===== src/rtl/accelerator_integer_adder_arbiter.sv =====
// Round-robin arbiter sharing one scalar integer adder among REQUESTERS clients.
// Define ACCELERATOR_ADDER_ARBITER_FIXED_PRIORITY_EN for lowest-index-wins arbitration.

module accelerator_integer_adder_arbiter_pending (
  input  logic CLK,
  input  logic RST,
  input  logic start,
  input  logic clr,
  output logic pending
);
  // Set wins over clear so a client can re-arm in its own completion cycle.
  always_ff @(posedge CLK or posedge RST)
    if (RST) pending <= 1'b0;
    else     pending <= start | (pending & ~clr);
endmodule

module accelerator_integer_adder_arbiter #(
  parameter int DATA_SIZE  = 64,
  parameter int REQUESTERS = 4,
  parameter int INDEX_SIZE = 2
) (
  input  logic                                 CLK,
  input  logic                                 RST,
  input  logic [REQUESTERS-1:0]                REQ_START,
  input  logic [REQUESTERS-1:0]                REQ_OPERATION,
  input  logic [REQUESTERS-1:0][DATA_SIZE-1:0] REQ_DATA_A_IN,
  input  logic [REQUESTERS-1:0][DATA_SIZE-1:0] REQ_DATA_B_IN,
  output logic [REQUESTERS-1:0]                REQ_READY,
  output logic [DATA_SIZE-1:0]                 REQ_DATA_OUT,
  output logic                                 REQ_OVERFLOW_OUT,
  output logic [INDEX_SIZE-1:0]                GRANT_INDEX,
  output logic                                 BUSY,
  output logic                                 ADDER_START,
  input  logic                                 ADDER_READY,
  output logic                                 ADDER_OPERATION,
  output logic [DATA_SIZE-1:0]                 ADDER_DATA_A_IN,
  output logic [DATA_SIZE-1:0]                 ADDER_DATA_B_IN,
  input  logic [DATA_SIZE-1:0]                 ADDER_DATA_OUT,
  input  logic                                 ADDER_OVERFLOW_OUT
);

  typedef enum logic [1:0] {
    IDLE_STATE = 2'd0,
    WAIT_STATE = 2'd1
  } state_t;

  state_t                  state, state_nxt;
  logic [REQUESTERS-1:0]   pending, clr, done_onehot;
  logic [INDEX_SIZE-1:0]   grant;
  logic                    grant_vld, grant_fire, done_fire;

  assign done_onehot = REQUESTERS'(1) << GRANT_INDEX;
  assign clr         = done_fire ? done_onehot : '0;

  generate
    for (genvar i = 0; i < REQUESTERS; i++) begin : g_lane
      accelerator_integer_adder_arbiter_pending u_pend (
        .CLK     (CLK),
        .RST     (RST),
        .start   (REQ_START[i]),
        .clr     (clr[i]),
        .pending (pending[i])
      );
    end
  endgenerate

`ifdef ACCELERATOR_ADDER_ARBITER_FIXED_PRIORITY_EN
  always_comb begin
    grant     = '0;
    grant_vld = 1'b0;
    for (int i = REQUESTERS - 1; i >= 0; i--) begin
      if (pending[INDEX_SIZE'(i)]) begin
        grant     = INDEX_SIZE'(i);
        grant_vld = 1'b1;
      end
    end
  end
`else
  logic [INDEX_SIZE-1:0] rr_ptr;

  // Scan from farthest to nearest so the first pending index after rr_ptr lands last.
  always_comb begin
    logic [INDEX_SIZE-1:0] idx;
    idx       = '0;
    grant     = '0;
    grant_vld = 1'b0;
    for (int k = REQUESTERS; k >= 1; k--) begin
      idx = INDEX_SIZE'((int'(rr_ptr) + k) % REQUESTERS);
      if (pending[idx]) begin
        grant     = idx;
        grant_vld = 1'b1;
      end
    end
  end

  always_ff @(posedge CLK or posedge RST)
    if (RST)            rr_ptr <= INDEX_SIZE'(REQUESTERS - 1);
    else if (done_fire) rr_ptr <= GRANT_INDEX;
`endif

  always_ff @(posedge CLK or posedge RST)
    if (RST) state <= IDLE_STATE;
    else     state <= state_nxt;

  always_comb begin
    state_nxt  = state;
    grant_fire = 1'b0;
    done_fire  = 1'b0;
    case (state)
      IDLE_STATE: if (grant_vld) begin
        grant_fire = 1'b1;
        state_nxt  = WAIT_STATE;
      end
      WAIT_STATE: if (ADDER_READY) begin
        done_fire = 1'b1;
        state_nxt = IDLE_STATE;
      end
      default: state_nxt = IDLE_STATE;
    endcase
  end

  always_ff @(posedge CLK or posedge RST)
    if (RST) begin
      REQ_READY        <= '0;
      REQ_DATA_OUT     <= '0;
      REQ_OVERFLOW_OUT <= 1'b0;
      GRANT_INDEX      <= '0;
      BUSY             <= 1'b0;
      ADDER_START      <= 1'b0;
      ADDER_OPERATION  <= 1'b0;
      ADDER_DATA_A_IN  <= '0;
      ADDER_DATA_B_IN  <= '0;
    end else begin
      ADDER_START <= grant_fire;
      REQ_READY   <= done_fire ? done_onehot : '0;
      // Operands are sampled once at grant; the client holds them while pending.
      if (grant_fire) begin
        GRANT_INDEX     <= grant;
        ADDER_OPERATION <= REQ_OPERATION[grant];
        ADDER_DATA_A_IN <= REQ_DATA_A_IN[grant];
        ADDER_DATA_B_IN <= REQ_DATA_B_IN[grant];
        BUSY            <= 1'b1;
      end
      if (done_fire) begin
        REQ_DATA_OUT     <= ADDER_DATA_OUT;
        REQ_OVERFLOW_OUT <= ADDER_OVERFLOW_OUT;
        BUSY             <= 1'b0;
      end
    end

endmodule


===== config.mk =====
export PLATFORM = sky130hd
export DESIGN_NAME = accelerator_integer_adder_arbiter
export DESIGN_NICKNAME = d
export VERILOG_FILES = /design/src/rtl/accelerator_integer_adder_arbiter.sv
export SDC_FILE = /design/constraint.sdc
export NUM_CORES = 1
export LEC_CHECK = 0
export ABC_AREA = 1
export CAP_MARGIN = 20
export CORE_AREA = 2 2 306 308
export DETAILED_ROUTE_END_ITERATION = 8
export DIE_AREA = 0 0 308 310
export GPL_ROUTABILITY_DRIVEN = 1
export PLACE_DENSITY = 0.49
export RECOVER_POWER = 25
export SYNTH_ARGS = -nofsm -noshare
export SYNTH_HDL_FRONTEND = slang
export SYNTH_SLANG_ARGS = --single-unit

===== constraint.sdc =====
create_clock -name CLK -period 20.1 [get_ports CLK]
set_input_delay 5.025 -clock CLK [delete_from_list [all_inputs] [get_ports CLK]]
set_output_delay 5.025 -clock CLK [all_outputs]
set_load 0.01 [all_outputs]

After elaboration in Yosys (flattened, before gate mapping)
Index checks and enable logic that the tools add are counted.
Word-level totals
  register bits after elaboration: 210
  input port bits: 588
  word-level logic and storage cells: 75
  output and inout port bits: 202
Cells by class
  muxes and demuxes: 32
  eq/ne operators: 3
  add/subtract/negate cells: 4
  shift-type cells: 1
  bitwise operators: 12
  order comparisons: 5
  reduce and logical (&&, ||, !) cells: 3
Operators with widths (count)
  binary-select mux 64 bit (select 2 bit): 2
  two-way mux 64 bit: 2
  less-than comparator 2 x 3 -> 1 bit, second input constant: 5
  two-way mux 1 bit: 15
  two-way mux 2 bit: 6
  binary-select mux 1 bit (select 2 bit): 5
  adder 2 x 1 -> 2 bit, second input constant: 2
  adder 2 bit, second input constant: 2
  bitwise AND 1 bit: 4
  two-way mux 4 bit: 1
  inequality test 2 bit, second input constant: 2
  inverter 1 bit: 4
  bitwise OR 1 bit: 4
  one-hot mux 2 bit (2 select lines): 1
  left shift 1 x 2 -> 4 bit, first input constant: 1
  == test 2 x 1 -> 1 bit, second input constant: 1
  logical NOT 2 bit: 1
  AND reduction 2 bit: 1
  nonzero test 2 bit: 1

Longest topological paths before layout
Gate-level depths: netlist of the first run.
  word-level depth: 11
  mapped depth: 17
  gate-level depth less buffers: 14

Cells and area by module
From an unflattened synthesis of the first run, not the netlist that was laid out.
Unflattened totals
  cells, all modules: 1931
  area total of the unflattened synthesis: 12829.8 um^2
Modules (own cells, without submodules)
  accelerator_integer_adder_arbiter: area each 12654.6 um^2, sequential area each 5132.4 um^2, cells an instance 1907, instances 1
  accelerator_integer_adder_arbiter_pending: area each 43.8 um^2, sequential area each 25.0 um^2, cells an instance 6, instances 4

Worst setup path before layout of the first run
Ideal clock, no wire load.
  kind: input -> register
  start point: input port ADDER_READY
  end point: register REQ_DATA_OUT[0]
  required time: 20.034 ns
  setup slack: 14.167 ns
  stages: 6
  path buffers: 2
  library setup time: 0.066 ns
  arrival: 5.867 ns
  cell sequence: nand2_1 > clkinv_1 > clkbuf_1 > clkbuf_1 > nand2_1 > nand2_1
On the way
  cells in the longest elaborated chain, start to end: 2
RTL lines
  from (decl): RTL line 34  | input logic ADDER_READY,
  two-way mux 1 bit: RTL line 114  | WAIT_STATE: if (ADDER_READY) begin
  two-way mux 1 bit: RTL line 109  | case (state)
  to (signal assigned): RTL line 125  | REQ_DATA_OUT <= '0;
  to (signal assigned): RTL line 145  | REQ_DATA_OUT <= ADDER_DATA_OUT;
  to (decl): RTL line 29  | output logic [DATA_SIZE-1:0] REQ_DATA_OUT,
No other way between the ends.
A chain may end at the register's enable or synchronous reset.

==> tab_implementation.tex, run 1 <==
\begin{tabular}{lr}
\hline
Metric & Value \\
\hline
\multicolumn{2}{l}{\textbf{Die}} \\
\quad Io pins & 790 \\
\quad Vertical die dimension & 310 um \\
\quad Total die area & 95500 um\^{}2 \\
\quad Chip width & 308 um \\
\quad Standard-cell row count & 112 \\
\quad Effective utilization at floorplan & 0.137 \\
\quad Area of the core & 92500 um\^{}2 \\
\multicolumn{2}{l}{\textbf{Status}} \\
\quad Run status & finished with violations \\
\quad Violated checks & capacitance limit, slew limit \\
\multicolumn{2}{l}{\textbf{STA}} \\
\quad Relative max-transition margin & -2.59 \\
\quad Tightest Pin Transition & 5380 ps \\
\quad Setup violation total in the final timing report & 0 \\
\quad Max-slew violation total from the final report & 273 \\
\quad Final worst-path cycle share & 0.481 \\
\quad Final hold violation count & 0 \\
\quad Fmax & 103 MHz \\
\quad Skew final & 11.3 ps \\
\quad Minimum clock period after layout & 9670 ps \\
\quad Summed negative setup slack over all endpoints & 0 ps \\
\quad RSZ-0062 raised after global routing & no \\
\multicolumn{2}{l}{\textbf{Synthesis}} \\
\quad Net Count, Synth & 2523 \\
\quad Number of standard cells after synthesis & 1935 \\
\quad Warning count from the yosys run & 0 \\
\quad Netlist Area Pre-Place & 12700 um\^{}2 \\
\quad Share of the synthesized area in the top cell type & 0.409 \\
\quad Average footprint of a synthesized cell & 6.54 um\^{}2 \\
\quad Count of distinct cell types in the synthesized netlist & 26 \\
\quad Sequential area share after synthesis & 0.413 \\
\quad Flip-flop and latch count after synthesis & 209 \\
\quad Synth area leaders & dfrtp\_1, nand2\_1, nand3\_1 \\
\quad Most area-hungry cell type in the Yosys netlist & dfrtp\_1 \\
\multicolumn{2}{l}{\textbf{Drt}} \\
\quad Final routed DRC violation total & 0 \\
\quad Number of detailed-route iterations in the first pass & 5 \\
\quad Number of DRC markers after the initial detailed-route iteration & 828 \\
\quad Total vias in the final route & 14905 \\
\quad Vias per inst & 3.86 \\
\quad Total length of routed wires & 68200 um \\
\quad Count of nets left with antenna violations after detail routing & 0 \\
\quad Routed length per instance & 17.7 um \\
\multicolumn{2}{l}{\textbf{CTS}} \\
\quad Clock transition at the register clock pins on the worst setup and hold paths after CTS & 60 ps \\
\quad Resize count post-CTS & 0 \\
\quad Number of clock buffers inserted by TritonCTS & 28 \\
\quad Maximum level of the CTS H-tree & 1 \\
\quad TritonCTS clock tree & built \\
\quad Num Clock Sinks & 209 \\
\quad Clock buffer depth & 3 \\
\quad Clock tree root driver cell & clkbuf\_16 \\
\quad Total of hold buffers inserted after clock tree synthesis & 0 \\
\quad Clock network latency to the later pin of the worst-skew pair & 590 ps \\
\quad Setup repair bufs after CTS & 0 \\
\multicolumn{2}{l}{\textbf{Power and ir drop}} \\
\quad Fraction of power spent switching nets & 0.513 \\
\quad Register share of total power & 0.191 \\
\quad Proportion of power drawn by combinational gates & 0.680 \\
\quad Peak ir drop on the vdd network & 0.107 mV \\
\quad Clock power share & 0.129 \\
\quad Post-layout total power & 3.98 mW \\
\quad Power density over the cells & 177 nW/um\^{}2 \\
\quad Int Pwr & 1.94 mW \\
\quad Leakage power & 10.2 nW \\
\quad Net Switching & 2.04 mW \\
\multicolumn{2}{l}{\textbf{Final layout}} \\
\quad Commonest non-fill, non-tap cell in the layout & clkdlybuf4s50\_1 \\
\quad Fill cell count & 10347 \\
\quad Area overhead of the layout relative to synthesis & 77.9\% \\
\quad Ratio of cells with drive above 1 in the final layout & 0.0574 \\
\quad Total area of multi-input combinational cells & 6430 um\^{}2 \\
\quad Antenna cells & 0 \\
\quad Register area & 5230 um\^{}2 \\
\quad Net count of the finished layout & 3230 \\
\quad Commonest non-fill, non-tap cells in the layout & clkdlybuf4s50\_1, nand2\_1, nand3\_1, nor2\_1, dfrtp\_1 \\
\quad Post-route insts no fill & 3861 \\
\multicolumn{2}{l}{\textbf{Min path}} \\
\quad Class of the worst hold path & flip-flop to flip-flop \\
\quad Startpoint of the lowest-slack hold path & REQ\_DATA\_OUT[51] \\
\multicolumn{2}{l}{\textbf{Setup path}} \\
\quad Worst-path cell chain & dlygate4sd3\_1, clkinvlp\_2, buf\_4, buf\_4 \\
\quad Maximum net fanout on the critical path & 109 \\
\quad Setup crit start kind & input port \\
\quad Slowest Stage Delay on Critical Path & 2930 ps \\
\quad Critical-path top delay cell & clkinvlp\_2 \\
\quad Worst Setup End Kind & async pin \\
\quad Data arrival, critical path & 10300 ps \\
\quad Type of the worst setup path & input port to async pin \\
\quad WP data required & 20730 ps \\
\quad Library cell appearing most often on the critical path & buf\_4 \\
\quad Critical path startpoint & RST \\
\quad Reg-to-reg startpoint & rr\_ptr[0] \\
\multicolumn{2}{l}{\textbf{GRT}} \\
\quad Total grt overflow & 0 \\
\quad Pin count of the biggest net entering global routing & 110 \\
\quad Number of global-route vias before repair & 14584 \\
\quad Wire length of the first global-routing pass & 95100 um \\
\quad Initial antenna violation count & 2 \\
\quad Tot GR Track Use & 0.132 \\
\multicolumn{2}{l}{\textbf{Placed design}} \\
\quad Port-buffer cells & 789 \\
\quad Detail Placement HPWL & 50800 um \\
\quad GP Congestion & 0.820 \\
\quad Number of placed instances, taps included & 3809 \\
\multicolumn{2}{l}{\textbf{Run}} \\
\quad Max cap viols & 4 \\
\hline
\end{tabular}
power by group through the flow:
stage / clock (mW) / sequential, mW / combinational (mW)
after floorplan: 0 / 0.846 / 1.51
after global placement: 0 / 0.762 / 2.76
after detailed placement: 0 / 0.764 / 2.76
after CTS: 0.538 / 0.762 / 2.76
after global routing: 0.556 / 0.787 / 3.00
final: 0.512 / 0.762 / 2.71
through the flow:
stage / hold slack, ps / setup slack (ps) / util / instance area (um^2)
after floorplan: 512 / 9370 / - / 12700
after global placement: 462 / 12250 / 0.234 / 21600
after detailed placement: 465 / 12260 / 0.234 / 21600
after CTS: 482 / 12910 / 0.244 / 22500
after global routing: 499 / 9340 / 0.244 / 22500
final: 477 / 10430 / 0.244 / 22500
layer usage:
metal	GRT usage	vias up	part of all wire
li1	-	7459	-
met1	0.156	6815	0.41
met2	0.234	558	0.49
met3	0.0331	73	0.078
met4	0.0419	0	0.028
met5	0	-	0
worst max-delay path, delay by kind of cell:
family	cells	cell delay (ps)
buffers and inverters	4	5090
kinds of logic (layout without fill, tap and decap cells):
| kind of cell | count (synthesis) | after routing | share of synthesized area |
|---|---|---|---|
| AND/OR/NAND/NOR | 1486 | 1486 | 0.500 |
| AO/OA/AOI/OAI | 10 | 10 | 0.00474 |
| buffers and inverters | 230 | 959 | 0.0818 |
| flip-flops | 209 | 209 | 0.413 |
synth_stat cells:
cell        n
a21oi_1     1
buf_1      13
buf_2      64
buf_4      10
buf_6       7
clkbuf_1   41
clkinv_1    1
dfrtp_1   207
dfstp_2     2
inv_1      88
inv_2       5
inv_4       1
nand2_1   744
nand2_2     1
nand2_4     2
nand3_1   413
nand3_2     2
nor2_1    242
nor2_2      1
nor2_4      1
nor3_1      1
o21ai_0     4
o21ai_1     1
o21bai_1    4
or2_1      11
or2_2      68
state kept, by name (all words and copies together), names as in the netlist, 2 cells and up:
register               flops
ADDER_DATA_A_IN           64
ADDER_DATA_B_IN           64
GRANT_INDEX                2
REQ_DATA_OUT              64
REQ_READY                  4
g_lane.u_pend.pending      4
rr_ptr                     2
worst paths after layout:
kind,end,slack (ps),cells after the start
max,ADDER_DATA_A_IN[51],10430,4
min,REQ_DATA_OUT[51],480,2
max reg2reg,ADDER_DATA_A_IN[55],10520,14
min reg2reg,REQ_DATA_OUT[51],480,2
max in group CLK,ADDER_DATA_A_IN[55],10520,14
min in group asynchronous,REQ_DATA_OUT[10],6500,2
final cells by class:
type | instances | share of cell area
Multi-Input combinational cell | 1496 | 0.285
Clock inverter | 12 | 0.00500
Timing Repair Buffer | 812 | 0.358
Tap cell | 1197 | 0.0665
Clock buffer | 40 | 0.0367
Sequential cell | 209 | 0.232
Inverter | 95 | 0.0162
Power figures use the tool's default switching activity.
==> run 2: changes to the inputs <==
--- a/config.mk
+++ b/config.mk
@@ -11,7 +11,7 @@
 export DETAILED_ROUTE_END_ITERATION = 8
 export DIE_AREA = 0 0 308 310
 export GPL_ROUTABILITY_DRIVEN = 1
-export PLACE_DENSITY = 0.49
+export PLACE_DENSITY = 0.5
 export RECOVER_POWER = 25
 export SYNTH_ARGS = -nofsm -noshare
 export SYNTH_HDL_FRONTEND = slang
==> constraint.sdc (replaced) <==
create_clock -name CLK -period 7.8 [get_ports CLK]
set_input_delay 1.95 -clock CLK [delete_from_list [all_inputs] [get_ports CLK]]
set_output_delay 1.95 -clock CLK [all_outputs]
set_load 0.01 [all_outputs]
==> tab_implementation.tex, run 2 (synthesis gave the netlist of run 1 again) <==
\begin{tabular}{lr}
\hline
Metric & Value \\
\hline
\multicolumn{2}{l}{\textbf{Drt}} \\
\quad Number of DRC markers after the initial detailed-route iteration & 836 (was 828) \\
\quad Vias per inst & 3.87 (was 3.86) \\
\quad Total length of routed wires & 68500 um (was 68200 um) \\
\quad Number of detailed-route iterations in the first pass & 5 (unchanged) \\
\quad Final routed DRC violation total & 0 (unchanged) \\
\quad Count of nets left with antenna violations after detail routing & 0 (unchanged) \\
\quad Routed length per instance & 17.8 um (was 17.7 um) \\
\quad Total vias in the final route & 14927 (was 14905) \\
\multicolumn{2}{l}{\textbf{GRT}} \\
\quad Busiest layer in global routing & met2 (unchanged) \\
\quad Pin count of the biggest net entering global routing & 133 (was 110) \\
\quad Met2 routing resource usage after global routing & 0.240 (was 0.234) \\
\quad Number of global-route vias before repair & 14889 (was 14584) \\
\quad Total grt overflow & 0 (unchanged) \\
\quad Met1 track demand over resource in global routing & 0.153 (was 0.156) \\
\quad Wire length of the first global-routing pass & 96800 um (was 95100 um) \\
\quad Initial antenna violation count & 6 (was 2) \\
\quad Tot GR Track Use & 0.134 (was 0.132) \\
\quad Met3 Track Usage GR & 0.0368 (was 0.0331) \\
\multicolumn{2}{l}{\textbf{Placed design}} \\
\quad Pre-CTS worst setup slack & 3480 ps (was 12260 ps) \\
\quad Detail Placement HPWL & 50000 um (was 50800 um) \\
\quad GP Congestion & 0.846 (was 0.820) \\
\quad Number of placed instances, taps included & 3800 (was 3809) \\
\quad Port-buffer cells & 789 (unchanged) \\
\multicolumn{2}{l}{\textbf{Final layout}} \\
\quad Final standard cell utilization of the core & 0.242 (was 0.244) \\
\quad Largest registers & ADDER\_DATA\_A\_IN: 64 flops, ADDER\_DATA\_B\_IN: 64 flops, REQ\_DATA\_OUT: 64 flops (unchanged) \\
\quad Ratio of cells with drive above 1 in the final layout & 0.0520 (was 0.0574) \\
\quad Area overhead of the layout relative to synthesis & 77.1\% (was 77.9\%) \\
\quad Commonest non-fill, non-tap cell in the layout & clkdlybuf4s50\_1 (unchanged) \\
\quad Post-route insts no fill & 3853 (was 3861) \\
\quad Net count of the finished layout & 3220 (was 3230) \\
\quad Commonest non-fill, non-tap cells in the layout & clkdlybuf4s50\_1, nand2\_1, nand3\_1, nor2\_1, dfrtp\_1 (unchanged) \\
\quad Fill cell count & 10374 (was 10347) \\
\multicolumn{2}{l}{\textbf{CTS}} \\
\quad TritonCTS clock tree & built (unchanged) \\
\quad Maximum level of the CTS H-tree & 1 (unchanged) \\
\quad Clock buffer depth & 3 (unchanged) \\
\quad Clock network latency to the later pin of the worst-skew pair & 580 ps (was 590 ps) \\
\quad Clock tree root driver cell & clkbuf\_16 (unchanged) \\
\quad Number of clock buffers inserted by TritonCTS & 27 (was 28) \\
\quad Clock transition at the register clock pins on the worst setup and hold paths after CTS & 60 ps (about the same) \\
\quad Resize count post-CTS & 0 (unchanged) \\
\quad Num Clock Sinks & 209 (unchanged) \\
\quad Setup repair bufs after CTS & 0 (unchanged) \\
\quad Total of hold buffers inserted after clock tree synthesis & 0 (unchanged) \\
\multicolumn{2}{l}{\textbf{Status}} \\
\quad Violated checks & capacitance limit, slew limit (unchanged) \\
\quad Run status & finished with violations (unchanged) \\
\multicolumn{2}{l}{\textbf{STA}} \\
\quad Final hold violation count & 0 (unchanged) \\
\quad Max-slew violation total from the final report & 134 (was 273) \\
\quad Relative max-transition margin & -1.83 (was -2.59) \\
\quad Skew final & 17.9 ps (was 11.3 ps) \\
\quad Final worst-path cycle share & 0.719 \\
\quad Summed negative setup slack over all endpoints & 0 ps (unchanged) \\
\quad Worst Slack Setup Final & 2190 ps (was 10430 ps) \\
\quad Tightest hold margin & 476 ps (was 477 ps) \\
\quad Minimum clock period after layout & 5610 ps \\
\quad Tightest Pin Transition & 4240 ps (was 5380 ps) \\
\quad Fmax & 178 MHz \\
\quad Setup violation total in the final timing report & 0 (unchanged) \\
\quad RSZ-0062 raised after global routing & no (unchanged) \\
\multicolumn{2}{l}{\textbf{Setup path}} \\
\quad Slowest Stage Delay on Critical Path & 1550 ps (was 2930 ps) \\
\quad Critical-path top delay cell & nand2\_1 (was clkinvlp\_2) \\
\quad Data arrival, critical path & 6100 ps (was 10300 ps) \\
\quad Type of the worst setup path & flip-flop to flip-flop (was input port to async pin) \\
\quad R2R Setup Slk & 2190 ps (was 10520 ps) \\
\quad Maximum net fanout on the critical path & 77 (was 109) \\
\quad Setup crit start kind & flip-flop (was input port) \\
\quad Worst Setup End Kind & flip-flop (was async pin) \\
\quad Library cell appearing most often on the critical path & nand2\_1 (was buf\_4) \\
\quad WP data required & 8290 ps (was 20730 ps) \\
\quad Worst-path cell chain & nand2\_1, nand2\_1, nand2\_1, nand2\_1, inv\_2, nand3\_2, nand2\_1, inv\_4, buf\_4, nand3\_1, nand2\_1 (was dlygate4sd3\_1, clkinvlp\_2, buf\_4, buf\_4) \\
\multicolumn{2}{l}{\textbf{Min path}} \\
\quad Class of the worst hold path & flip-flop to flip-flop (unchanged) \\
\multicolumn{2}{l}{\textbf{Die}} \\
\quad Io pins & 790 (unchanged) \\
\quad Area of the core & 92500 um\^{}2 (unchanged) \\
\quad Standard-cell row count & 112 (unchanged) \\
\quad Vertical die dimension & 310 um (unchanged) \\
\quad Total die area & 95500 um\^{}2 (unchanged) \\
\quad Chip width & 308 um (unchanged) \\
\quad Effective utilization at floorplan & 0.137 (unchanged) \\
\multicolumn{2}{l}{\textbf{Power and ir drop}} \\
\quad Peak ir drop on the vdd network & 0.526 mV (was 0.107 mV) \\
\quad Power density over the cells & 452 nW/um\^{}2 (was 177 nW/um\^{}2) \\
\quad Leakage power & 10.1 nW (was 10.2 nW) \\
\multicolumn{2}{l}{\textbf{Run}} \\
\quad Max cap viols & 2 (was 4) \\
\hline
\end{tabular}
[run 2: layout make-up]
type | count | area [um^2] | share of cell area
clock buffer | 42 | 792 | 0.0353
inverter | 95 | 368 | 0.0164
sequential | 209 | 5230 | 0.233
tap | 1197 | 1500 | 0.0668
antenna | 4 | 10.0 | 0.000446
timing repair buffer | 803 | 8030 | 0.358
clock inverter | 7 | 67.6 | 0.00301
multi-input combinational | 1496 | 6430 | 0.287
[run 2: per-layer routing]
metal / routed length (um) / vias to the layer above
met5: 13 / -
met4: 1940 / 2
met3: 5380 / 80
met2: 33400 / 516
met1: 27800 / 6874
li1: - / 7455
[run 2: power by group]
part	total (mW)	internal, mW	switching [mW]
Sequential	1.98	1.66	0.315
Combinational	6.89	2.54	4.35
Clock	1.27	0.727	0.541
[run 2: path summary, 6_finish.rpt]
check | endpoint | depth (start not counted) | from
max | ADDER_DATA_B_IN[54] | 11 | rr_ptr[0]
min | ADDER_DATA_A_IN[34] | 2 | ADDER_DATA_A_IN[34]
max reg2reg | ADDER_DATA_B_IN[54] | 11 | rr_ptr[0]
min reg2reg | ADDER_DATA_A_IN[34] | 2 | ADDER_DATA_A_IN[34]
max in group asynchronous | ADDER_DATA_A_IN[28] | 2 | RST
min in group asynchronous | ADDER_DATA_B_IN[46] | 2 | RST
[run 2: critical path: cells and delay by family (launching register included)]
family | cells | cell delay [ps]
buf+inv | 3 | 2250
flops | 1 | 670
simple gates | 8 | 2400
[run 2: through the flow]
| step | instance area (um^2) | power (mW) |
|---|---|---|
| after global placement | 21600 | 8.99 |
| after global routing | 22400 | 11.0 |
| final | 22400 | 10.1 |
| after CTS | 22400 | 10.4 |
| after floorplan | 12700 | 6.08 |
| after detailed placement | 21600 | 9.02 |
==> run 3: changes to the inputs <==
==> constraint.sdc (replaced) <==
create_clock -name CLK -period 5.1 [get_ports CLK]
set_input_delay 1.275 -clock CLK [delete_from_list [all_inputs] [get_ports CLK]]
set_output_delay 1.275 -clock CLK [all_outputs]
set_load 0.01 [all_outputs]
==> tab_implementation.tex, run 3 (synthesis gave the netlist of run 1 again) <==
\begin{tabular}{lr}
\hline
Metric & Value \\
\hline
\multicolumn{2}{l}{\textbf{Status}} \\
\quad Run status & finished with violations (unchanged) \\
\quad Violated checks & capacitance limit, slew limit (unchanged) \\
\multicolumn{2}{l}{\textbf{GRT}} \\
\quad Number of global-route vias before repair & 14775 (was 14889) \\
\quad Total grt overflow & 0 (unchanged) \\
\quad Tot GR Track Use & 0.135 (was 0.134) \\
\quad Pin count of the biggest net entering global routing & 132 (was 133) \\
\quad Initial antenna violation count & 8 (was 6) \\
\quad Wire length of the first global-routing pass & 97200 um (was 96800 um) \\
\multicolumn{2}{l}{\textbf{Setup path}} \\
\quad Reg-to-reg startpoint & rr\_ptr[0] (unchanged) \\
\quad Worst-path cell chain & clkdlybuf4s50\_1, nand2\_1, clkbuf\_1, nor3\_1, o21bai\_1 (was nand2\_1, nand2\_1, nand2\_1, nand2\_1, inv\_2, nand3\_2, nand2\_1, inv\_4, buf\_4, nand3\_1, nand2\_1) \\
\quad Total buffers and inverters traversed by the critical path & 2 (was 3) \\
\quad Endpoint of the lowest-slack register-to-register path & ADDER\_DATA\_A\_IN[35] (was ADDER\_DATA\_B\_IN[54]) \\
\quad R2R Setup Slk & 1540 ps (was 2190 ps) \\
\quad WP data required & 5590 ps (was 8290 ps) \\
\quad Type of the worst setup path & input port to flip-flop (was flip-flop to flip-flop) \\
\quad Reg2reg path depth & 14 (was 11) \\
\quad Critical-path top delay cell & clkbuf\_1 (was nand2\_1) \\
\quad Maximum net fanout on the critical path & 67 (was 77) \\
\quad Crit path max-delay family & buffers and inverters (was simple AND/OR/NAND/NOR gates) \\
\quad Slowest Stage Delay on Critical Path & 2300 ps (was 1550 ps) \\
\quad Worst Setup End Kind & flip-flop (unchanged) \\
\quad Setup crit start kind & input port (was flip-flop) \\
\quad Instance count on the critical path & 5 (was 11) \\
\quad Data arrival, critical path & 4550 ps (was 6100 ps) \\
\multicolumn{2}{l}{\textbf{Final layout}} \\
\quad Commonest non-fill, non-tap cell in the layout & clkdlybuf4s50\_1 (unchanged) \\
\quad Net count of the finished layout & 3230 (was 3220) \\
\quad Register area & 5230 um\^{}2 (unchanged) \\
\quad Total area of multi-input combinational cells & 6430 um\^{}2 (about the same) \\
\quad Fill cell count & 10305 (was 10374) \\
\quad Area overhead of the layout relative to synthesis & 79.6\% (was 77.1\%) \\
\quad Post-route insts no fill & 3866 (was 3853) \\
\quad Largest registers & ADDER\_DATA\_A\_IN: 64 flops, ADDER\_DATA\_B\_IN: 64 flops, REQ\_DATA\_OUT: 64 flops (unchanged) \\
\quad Ratio of cells with drive above 1 in the final layout & 0.0578 (was 0.0520) \\
\quad Commonest non-fill, non-tap cells in the layout & clkdlybuf4s50\_1, nand2\_1, nand3\_1, nor2\_1, dfrtp\_1 (unchanged) \\
\multicolumn{2}{l}{\textbf{CTS}} \\
\quad Num Clock Sinks & 209 (unchanged) \\
\quad Maximum level of the CTS H-tree & 1 (unchanged) \\
\quad Setup repair bufs after CTS & 0 (unchanged) \\
\quad Total of hold buffers inserted after clock tree synthesis & 0 (unchanged) \\
\quad Resize count post-CTS & 0 (unchanged) \\
\quad Clock transition at the register clock pins on the worst setup and hold paths after CTS & 60 ps (about the same) \\
\quad TritonCTS clock tree & built (unchanged) \\
\quad Number of clock buffers inserted by TritonCTS & 29 (was 27) \\
\quad Clock buffer depth & 3 (unchanged) \\
\quad Clock network latency to the later pin of the worst-skew pair & 580 ps (about the same) \\
\quad Clock tree root driver cell & clkbuf\_16 (unchanged) \\
\multicolumn{2}{l}{\textbf{STA}} \\
\quad Final hold violation count & 0 (unchanged) \\
\quad Worst Slack Setup Final & 1040 ps (was 2190 ps) \\
\quad Fmax & 246 MHz \\
\quad Skew final & 6.46 ps (was 17.9 ps) \\
\quad RSZ-0062 raised after global routing & no (unchanged) \\
\quad Tightest Pin Transition & 3260 ps (was 4240 ps) \\
\quad Relative max-transition margin & -1.17 (was -1.83) \\
\quad Minimum clock period after layout & 4060 ps \\
\quad Max-slew violation total from the final report & 98 (was 134) \\
\quad Setup violation total in the final timing report & 0 (unchanged) \\
\quad Final worst-path cycle share & 0.796 \\
\quad Summed negative setup slack over all endpoints & 0 ps (unchanged) \\
\multicolumn{2}{l}{\textbf{Die}} \\
\quad Effective utilization at floorplan & 0.137 (unchanged) \\
\quad Total die area & 95500 um\^{}2 (unchanged) \\
\quad Standard-cell row count & 112 (unchanged) \\
\quad Io pins & 790 (unchanged) \\
\quad Vertical die dimension & 310 um (unchanged) \\
\quad Area of the core & 92500 um\^{}2 (unchanged) \\
\quad Chip width & 308 um (unchanged) \\
\multicolumn{2}{l}{\textbf{Placed design}} \\
\quad Number of placed instances, taps included & 3808 (was 3800) \\
\quad Pre-CTS worst setup slack & 1430 ps (was 3480 ps) \\
\quad GP Congestion & 0.817 (was 0.846) \\
\quad Port-buffer cells & 789 (unchanged) \\
\quad Detail Placement HPWL & 52000 um (was 50000 um) \\
\multicolumn{2}{l}{\textbf{Power and ir drop}} \\
\quad Power density over the cells & 697 nW/um\^{}2 (was 452 nW/um\^{}2) \\
\quad Leakage power & 10.3 nW (was 10.1 nW) \\
\quad Peak ir drop on the vdd network & 0.662 mV (was 0.526 mV) \\
\multicolumn{2}{l}{\textbf{Run}} \\
\quad Max cap viols & 2 (unchanged) \\
\multicolumn{2}{l}{\textbf{Drt}} \\
\quad Number of DRC markers after the initial detailed-route iteration & 881 (was 836) \\
\quad Total vias in the final route & 15049 (was 14927) \\
\quad Count of nets left with antenna violations after detail routing & 0 (unchanged) \\
\quad Number of detailed-route iterations in the first pass & 5 (unchanged) \\
\quad Final routed DRC violation total & 0 (unchanged) \\
\quad Vias per inst & 3.89 (was 3.87) \\
\quad Total length of routed wires & 69100 um (was 68500 um) \\
\quad Routed length per instance & 17.9 um (was 17.8 um) \\
\multicolumn{2}{l}{\textbf{Min path}} \\
\quad Hold-critical path depth & 2 (unchanged) \\
\quad Class of the worst hold path & flip-flop to flip-flop (unchanged) \\
\quad End point of the most critical hold path & REQ\_DATA\_OUT[10] (was ADDER\_DATA\_A\_IN[34]) \\
\quad Startpoint of the lowest-slack hold path & REQ\_DATA\_OUT[10] (was ADDER\_DATA\_A\_IN[34]) \\
\hline
\end{tabular}
[run 3: cell types whose count changed in the layout (fill, tap and decap cells not counted), sizes merged]
cell / delta
buf: +4
inv: -1
bufinv: +4
clkbuf: +3
clkinvlp: +2
clkinv: +1
[run 3: how the worst max path moves through the flow]
stage	from	endpoint	slack, ps
2_1_floorplan	RST	ADDER_DATA_A_IN[0]	1110
3_3_place_gp	rr_ptr[0]	ADDER_DATA_A_IN[35]	1520
3_5_place_dp	rr_ptr[0]	ADDER_DATA_A_IN[56]	1430
4_1_cts	rr_ptr[0]	ADDER_DATA_A_IN[35]	1410
5_1_grt	ADDER_READY	g_lane[0].u_pend.pending	660
6_report	ADDER_READY	g_lane[0].u_pend.pending	1040
[run 3: power by group]
part	internal (mW)	switching, mW	total, mW
sequential	2.54	0.494	3.04
clock	1.41	0.855	2.26
combinational	3.96	6.58	10.5
[run 3: layout make-up]
type                       instances  share of cell area
clock inverter                    13             0.00875
inverter                          95              0.0162
antenna                            4            0.000440
timing repair buffer             811               0.358
tap                             1197              0.0659
multi-input combinational       1496               0.283
clock buffer                      41              0.0374
sequential                       209               0.230
[run 3: layer usage]
layer	GRT usage	up-vias	wire length, um	part of all wire
li1	-	7472	-	-
met1	0.159	6892	28000	0.41
met2	0.240	582	33800	0.49
met3	0.0330	93	5300	0.077
met4	0.0421	10	1930	0.028
met5	0	-	69	0.0010
[run 3: worst register-to-register path, cell delays in order, from the launching register on]
cell     delay (ps)
dfstp_2         610
inv_4            90
nand2_1          70
nand2_1          60
nand2_1         100
nand2_1          60
nand2_1         120
nand2_1         150
nand2_8         360
nand2_8         350
inv_6           740
buf_12          430
nor2_1          110
nor2_1          140
nor2_1           60
[run 3: per-stage QoR]
stage / power, mW / cell area (um^2) / hold WS (ps) / utilization
2_1_floorplan: 9.30 / 12700 / 512 / -
3_3_place_gp: 13.8 / 21700 / 461 / 0.235
3_5_place_dp: 13.8 / 21700 / 464 / 0.235
4_1_cts: 16.2 / 22700 / 480 / 0.246
5_1_grt: 17.3 / 22700 / 495 / 0.246
6_report: 15.8 / 22700 / 476 / 0.246
==> RTL edit (settings of run 3) <==
Add a define of `ACCELERATOR_ADDER_ARBITER_FIXED_PRIORITY_EN`.
--- a/src/rtl/accelerator_integer_adder_arbiter.sv
+++ b/src/rtl/accelerator_integer_adder_arbiter.sv
@@ -1,5 +1,7 @@
 // Round-robin arbiter sharing one scalar integer adder among REQUESTERS clients.
 // Define ACCELERATOR_ADDER_ARBITER_FIXED_PRIORITY_EN for lowest-index-wins arbitration.
+
+`define ACCELERATOR_ADDER_ARBITER_FIXED_PRIORITY_EN
 
 module accelerator_integer_adder_arbiter_pending (
   input  logic CLK,
Formal check against the unedited RTL: not equivalent (a bounded check fails within 4 cycles, from zero or initial values and one cycle with RST high).
==> RTL edit against run 3 <==
The run still ends with capacitance limit, slew limit left; sequential cell count fell by 8; routed wire length fell by 35%; global-route usage shrank 4.5 points; design area fell by 23%; synthesized area fell by 21%; worst setup slack improved by 0.67 ns; critical path type is now reg -> reg; highest routed layer unchanged.
Power is not compared: it rests on default switching activity, and its combinational part moved more than twofold at a synthesized area within 25%.
==> RTL edit: results (changes against run 3) <==
metric;value;unit;change
gr-usage-met2;0.145;;-0.0950
min_period;3.39;ns;-0.673 ns
io_buffers;525;;-33%
grt_use_met1;0.102;;-0.0569
place_congestion;0.749;;-8.3%
ys_seq_area_frac;0.503;;+0.0893
drive_gt1_frac;0.0346;;-0.0232
final_nets;2473;;-23%
finClkSkew;0.0153;ns;+0.00886 ns
leakage;8.72;nW;
cts_setup_buffers;0;;unchanged
violations;capacitance limit, slew limit;;
ys_types;14;;-46%
grt_max_degree;88;;-33%
synth-async-reset-ratio;1.00;;unchanged
reg.largest.list;ADDER_DATA_A_IN (64), ADDER_DATA_B_IN (64), REQ_DATA_OUT (64);;
dp.cells;3052;;-20%
timing.reg2reg.setup_slack;1.71;ns;+0.17 ns
first_global_vias;10154;;-31%
first_pass_iters;4;;-1
place_area;16400;sq um;-24%
dpl.hpwl;32.3;mm;-38%
critPathMaxFanout;66;;-1.5%
routedWlPerCell;14.4;microns;-20%
max-slew-margin-rel;-0.181;;+0.990
yosysMostFrequentCell;nand2_1;;
maxCapViolations;2;;unchanged
viasPerCell;3.26;;-16%
synthTopCellsByArea;dfrtp_1, nand2_1, inv_1;;
grt_pass1_wl;65.1;mm;-33%
grt_use_total;0.0896;;-0.0452
ff2ff_path_depth;5;;-9
synth_compound_area_frac;0.00150;;-0.00324
antenna_found_initial;7;;-1
htree_levels;1;;unchanged
cts_buffers;28;;-3.4%
cp.arrival;3.84;ns;-0.71 ns
clkTransAtPathRegs;0.06;ns;about the same
maxSlewViolCount;65;;-34%
synthCells;1396;;-28%
clk_path_buf_depth;3;;unchanged
timing.rr.end;ADDER_DATA_B_IN[50];;
end_kind;flip-flop;;
pre_cts_ws;2.26;ns;+0.822 ns
ys_top_cells_by_count;nand2_1, inv_1, dfrtp_1;;
r2r-start;g_lane[0].u_pend.pending;;
drt_wl_total;44.6;mm;-35%
drt_iter0_markers;432;;-51%
cts_resized;0;;unchanged
grt_use_met3;0.0515;;+0.0185
cp-start-kind;flip-flop;;
clkLatencyLatePin;0.58;ns;about the same
hold_class;reg -> reg;;
outcome;finished with violations;;
==> RTL edit: cell types whose count changed after synthesis, moves of 4 or more <==
cell	run 3	this run
buf_1	13	1
buf_2	64	37
buf_4	10	23
buf_6	7	15
clkbuf_1	41	6
dfrtp_1	207	201
inv_1	88	262
nand2_1	744	648
nand3_1	413	194
nor2_1	242	2
o21bai_1	4	0
or2_1	11	0
or2_2	68	0
==> RTL edit: layout make-up <==
type,count,area (sq um)
Fill cell,10517,75000
Tap cell,1197,1500
Sequential cell,201,5030
Antenna cell,1,2.50
Inverter,264,1000
Timing Repair Buffer,539,5380
Clock buffer,38,830
Clock inverter,14,278
Multi-Input combinational cell,851,3440
==> RTL edit: how the worst min path moves through the flow <==
stage	startpoint	endpoint	slack, ns	cells after the start
floorplan	REQ_DATA_OUT[10]	REQ_DATA_OUT[10]	0.51	2
global placement	REQ_DATA_OUT[22]	REQ_DATA_OUT[22]	0.45	2
detailed placement	REQ_DATA_OUT[27]	REQ_DATA_OUT[27]	0.46	2
CTS	REQ_DATA_OUT[27]	REQ_DATA_OUT[27]	0.47	2
global route	REQ_DATA_OUT[57]	REQ_DATA_OUT[57]	0.49	2
finish	REQ_DATA_OUT[27]	REQ_DATA_OUT[27]	0.47	2
==> RTL edit: report_power, final <==
group	switching (mW)	leakage (nW)	internal, mW
clock	0.817	0.548	1.54
combinational	0.702	5.72	0.787
sequential	0.153	2.45	1.84
total	1.67	8.72	4.16
==> RTL edit: metrics by stage <==
step | power, mW | util
floorplan | 2.58 | -
global placement | 3.53 | 0.177
detailed placement | 3.54 | 0.177
CTS | 5.98 | 0.189
global route | 6.19 | 0.189
finish | 5.83 | 0.189
==> RTL edit: worst max-delay path: stages (launching register included) <==
cell and delay, ns:
dfrtp_1 0.70, inv_6 0.55, clkbuf_2 1.36, nand2_1 0.38, nand3_1 0.17, nand2_1 0.06
==> RTL edit: cell families after synthesis <==
| kind of cell | after synthesis |
|---|---|
| other cells | 1 |
| flops | 201 |
| simple gates | 845 |
| buf+inv | 346 |
| compound gates | 3 |
==> RTL edit: routing by layer <==
metal  part of all wire  vias up
met4              0.016        8
met1               0.40     4573
li1                   -     5059
met5             0.0011        -
met2               0.44      439
met3               0.14       43
